## src/rtl/wb_sequencer.sv

```systemverilog
// Register-file write sequencer for ALU results; SWAP results are written as two words.
// Optional overflow trap on ADD/SUB is enabled by defining OVF_TRAP_EN.
module wb_sequencer #(
   parameter int DATA_W = 16,
   parameter int REG_AW = 4
) (
   input  logic                  clk,
   input  logic                  rst,
   input  logic                  in_valid,
   output logic                  in_ready,
   input  logic [2*DATA_W-1:0]   in_result,
   input  logic [2:0]            in_op,
   input  logic                  in_ovf,
   input  logic [REG_AW-1:0]     in_rd,
   input  logic [REG_AW-1:0]     in_rs,
   input  logic [15:0]           in_pc,
   output logic                  rf_we,
   output logic [REG_AW-1:0]     rf_waddr,
   output logic [DATA_W-1:0]     rf_wdata,
   output logic                  exc,
   output logic [15:0]           epc
);

   localparam logic [1:0] IDLE = 2'd0;
   localparam logic [1:0] WR1  = 2'd1;
   localparam logic [1:0] WR2  = 2'd2;
`ifdef OVF_TRAP_EN
   localparam logic [1:0] TRAP = 2'd3;
`endif

   logic [1:0]        state;
   logic              cap_swap;
   logic [REG_AW-1:0] cap_rs;
   logic [DATA_W-1:0] cap_hi;
   logic              accept;
   logic              in_swap;
   logic              trap_hit;

   // Ready is combinational so a non-SWAP result can be accepted every cycle.
   assign in_ready = (state == IDLE) || (state == WR2) || ((state == WR1) && !cap_swap);
   assign accept   = in_valid && in_ready;
   assign in_swap  = (in_op == 3'b011);

`ifdef OVF_TRAP_EN
   assign trap_hit = (in_op[2:1] == 2'b00) && in_ovf;
`else
   logic unused_trap_inputs;
   assign trap_hit = 1'b0;
   assign unused_trap_inputs = ^{in_ovf, in_pc};
`endif

   always_ff @(posedge clk or posedge rst) begin
      if (rst) begin
         state    <= IDLE;
         cap_swap <= 1'b0;
         cap_rs   <= '0;
         cap_hi   <= '0;
         rf_we    <= 1'b0;
         rf_waddr <= '0;
         rf_wdata <= '0;
      end else if (accept) begin
         cap_swap <= in_swap;
         cap_rs   <= in_rs;
         cap_hi   <= in_result[2*DATA_W-1:DATA_W];
`ifdef OVF_TRAP_EN
         if (trap_hit) begin
            state <= TRAP;
            rf_we <= 1'b0;
         end else begin
            state    <= WR1;
            rf_we    <= 1'b1;
            rf_waddr <= in_rd;
            rf_wdata <= in_result[DATA_W-1:0];
         end
`else
         state    <= WR1;
         rf_we    <= 1'b1;
         rf_waddr <= in_rd;
         rf_wdata <= in_result[DATA_W-1:0];
`endif
      end else if ((state == WR1) && cap_swap) begin
         state    <= WR2;
         rf_we    <= 1'b1;
         rf_waddr <= cap_rs;
         rf_wdata <= cap_hi;
      end else begin
         state <= IDLE;
         rf_we <= 1'b0;
      end
   end

`ifdef OVF_TRAP_EN
   always_ff @(posedge clk or posedge rst) begin
      if (rst) begin
         exc <= 1'b0;
         epc <= '0;
      end else begin
         exc <= accept && trap_hit;
         if (accept && trap_hit)
            epc <= in_pc;
      end
   end
`else
   assign exc = 1'b0;
   assign epc = '0;
`endif

endmodule
```

## config.mk

```make
export PLATFORM = sky130hd
export DESIGN_NAME = wb_sequencer
export DESIGN_NICKNAME = d
export VERILOG_FILES = /design/src/rtl/wb_sequencer.sv
export SDC_FILE = /design/constraint.sdc
export NUM_CORES = 1
export LEC_CHECK = 0
export ABC_AREA = 0
export BUFFER_PORTS_ARGS = -buffer_cell sky130_fd_sc_hd__buf_2
export CORE_MARGIN = 2
export CORE_UTILIZATION = 50
export CTS_CLUSTER_SIZE = 25
export DETAILED_ROUTE_END_ITERATION = 7
export PLACE_DENSITY = 0.93
export SLEW_MARGIN = 25
export SYNTH_ARGS = -nofsm -noshare
export SYNTH_HDL_FRONTEND = slang
export SYNTH_SLANG_ARGS = --single-unit
```

## constraint.sdc

```tcl
create_clock -name clk -period 2.15 [get_ports clk]
set_clock_uncertainty 0.15 [all_clocks]
set_input_delay 0.43 -clock clk [delete_from_list [all_inputs] [get_ports clk]]
set_output_delay 0.43 -clock clk [all_outputs]
set_load 0.02 [all_outputs]
```

==> flow_summary_export.csv <==
group,metric,value,unit
power_and_ir_drop,ir_drop,0.0004103,V
sta,hold_violations,2,
critical_path,crit_arrival,1.76,ns
logic_synthesis,postSynthAreaPerCell,12.10,µm²
sta,finalSetupViolCount,0,
critical_path,crit_type,"register to register",
power_and_ir_drop,comb_power_share,0.243,
power_and_ir_drop,p_sw_frac,0.2974,
route,drt_iter0_drc,48,
die,die_w,71.10,µm
logic_synthesis,synth_seq_cells,44,
logic_synthesis,synth_enable_flop_cells,0,
critical_path,rrSetupSlack,0.42,ns
cts,ctsResizeCount,0,
sta,fin_setup_tns,0,ns
route,ant_nets,0,
die,start_util,0.5170,
cts,cts_buffers,5,
logic_synthesis,yosysMostFrequentCell,"dfrtp_1",
power_and_ir_drop,pwr-share-seq,0.469,
sta,slew_viol_final,0,
power_and_ir_drop,power.switching,0.6428,mW
cts,clockBufferDepth,2,
logic_synthesis,synth.top_cell.area_share,0.4892,
cells_and_area,postLayoutCellArea,2703,µm²
logic_synthesis,yosysSeqAreaShare,0.4892,
die,die_area,5055,µm²
cells_and_area,flow.area_growth_from_synthesis,20.07,%
logic_synthesis,async_flop_share,1.000,
grt,gr-usage-all-layers,0.1913,
critical_path,critPathSlowestCell,"dfrtp_1",
cts,clk_pin_slew,0.08,ns
die,coreArea,4354,µm²
route,drc,0,
cts,htree_num_levels,2,
grt,grt_antenna_before_repair,0,
cts,clock_tree.root_cell,"clkbuf_8",
route,first_pass_iters,4,
placement,dp_hpwl,3283,µm
placement,placed_area,2591,µm²
placement,portBuffers,67,
grt,overflow,0,
critical_path,worstPathMaxFanout,19,
flow_run,maxCapViolCount,0,
logic_synthesis,yosys_warnings,0,
critical_path,cp-startpoint,"cap_swap$_DFFE_PP0P_",
grt,grt_pass1_vias,1587,
grt,grt_max_degree,25,
critical_path,worstPathCellList,"o21ai_1 -> and2_2 -> buf_4 -> mux2_1",
hold_path,holdCritPathClass,"input port to asynchronous set/reset pin",
logic_synthesis,synthesis.area,2251,µm²
placement,dp.cells,300,
cts,clock_latency,0.29,ns
power_and_ir_drop,power_frac_clock,0.288,
critical_path,reg2reg_depth,4,
critical_path,max_stage_delay,0.42,ns
logic_synthesis,netlist_top_cells_count,"44 x dfrtp_1, 22 x inv_1, 21 x nor2_1",
cells_and_area,final_nets,318,
critical_path,worstSetupStartpointType,"register",
logic_synthesis,synth-main-ff-cell,"dfrtp_1",
die,num_rows,24,
cts,hold_buffers,0,
status,violations,"hold timing",
status,status,"finished, violations left",
cts,cts_tree,"yes",
cts,cts_setup_buffers,0,
logic_synthesis,synth_area_leaders,"dfrtp_1 49%, a221oi_2 13%, mux2_4 12%",
sta,finalCriticalPeriod,1.732,ns
route,wl_per_cell,14.83,µm
cts,cts.sinks,44,
die,fp.dieH,71.10,µm
critical_path,rr_endpoint,"cap_rs[3]$_DFFE_PP0P_",
placement,place_ws,0.4234,ns
route,postRouteWirelength,4567,µm
critical_path,critPathRequiredTime,2.17,ns
logic_synthesis,synth_largest_area_cell,"dfrtp_1",
sta,rsz0062_at_grt,"false",
sta,clock.fmax,0.5773,GHz
critical_path,r2r_start,"cap_swap$_DFFE_PP0P_",
logic_synthesis,ys_types,18,
placement,gp_congestion,0.7691,
route,vias,1618,
route,vias_per_cell,5.253,
sta,timing.final.ws_setup,0.4177,ns
logic_synthesis,netlist_instances,186,
power_and_ir_drop,intPower,1.518,mW
die,io_pins,102,
power_and_ir_drop,power_leakage,1.352,nW
power_and_ir_drop,power_density,799.7,nW/µm²
sta,holdWs,-0.001980,ns
cells_and_area,fin_cells,308,
cells_and_area,antenna_cells,0,
cells_and_area,drive_gt1_frac,0.4844,
critical_path,end_kind,"register",
grt,grt_pass1_wl,7548,µm
critical_path,endpoint,"cap_rs[3]$_DFFE_PP0P_",
sta,fin_crit_sh,0.8057,
power by group through the flow:
stage | Combinational, mW | Clock (mW) | Sequential [mW]
floorplan | 0.333 | 0 | 1.08
finish | 0.525 | 0.622 | 1.01
global placement | 0.514 | 0 | 1.02
CTS | 0.531 | 0.638 | 1.01
global route | 0.567 | 0.673 | 1.03
detailed placement | 0.531 | 0 | 1.03
logic make-up (layout without fill, tap and decap cells):
logic type	Yosys count	in the layout	synth area share
simple gates	26	26	0.04781
flops	44	44	0.4892
other cells	1	17	0.001666
mux	21	21	0.1351
buf+inv	52	106	0.1317
compound gates	42	42	0.1946
critical path, delay by kind of cell, from the launching register on:
kind | cells | cell delay [ns]
AO/OA/AOI/OAI | 1 | 0.16
buffers and inverters | 1 | 0.30
flip-flops | 1 | 0.42
multiplexers | 1 | 0.37
AND/OR/NAND/NOR | 1 | 0.20
how the worst min path moves through the flow:
stage / from / end / slack [ns]
after global placement: rst / cap_swap$_DFFE_PP0P_ / 0.33
after CTS: rst / cap_hi[0]$_DFFE_PP0P_ / 0.01
after global routing: rst / cap_hi[0]$_DFFE_PP0P_ / 0.04
after detailed placement: rst / cap_hi[0]$_DFFE_PP0P_ / 0.33
final: rst / cap_hi[0]$_DFFE_PP0P_ / -0.002
after floorplan: cap_rs[3]$_DFFE_PP0P_ / cap_rs[3]$_DFFE_PP0P_ / 0.31
routing by layer:
metal,GRT usage,vias up,routed length (µm)
li1,-,761,-
met1,0.2477,803,1927
met2,0.3281,52,2406
met3,0.03561,2,199
met4,0.05660,0,34
met5,0,-,0
flip-flops by register name, indices dropped and copies added (netlist names):
signal    cells
rf_wdata     16
cap_rs        4
rf_we         1
cap_hi       16
cap_swap      1
rf_waddr      4
state         2
metrics by stage:
step | utilization | power (mW)
3_5_place_dp | 0.5951 | 1.559
2_1_floorplan | - | 1.415
3_3_place_gp | 0.5951 | 1.537
4_1_cts | 0.6207 | 2.183
5_1_grt | 0.6207 | 2.269
6_report | 0.6207 | 2.161
placed cells by master, fill, tap and decap left out, types with 2 or more instances in the layout:
| cell | n |
|---|---|
| a221oi_2 | 20 |
| buf_12 | 2 |
| buf_2 | 67 |
| buf_4 | 7 |
| clkbuf_8 | 5 |
| conb_1 | 17 |
| dfrtp_1 | 44 |
| inv_1 | 21 |
| mux2_1 | 3 |
| mux2_4 | 18 |
| nor2_1 | 21 |
| o22ai_1 | 20 |
final cells by class:
cell class                 count  area (µm²)
tap                           52       65.06
timing repair buffer          76       427.9
fill                         348        1652
multi-input combinational    106       914.6
inverter                      22       82.58
clock inverter                 3       42.54
sequential                    44        1101
clock buffer                   5       68.82
(Power assumes the default switching activity.)
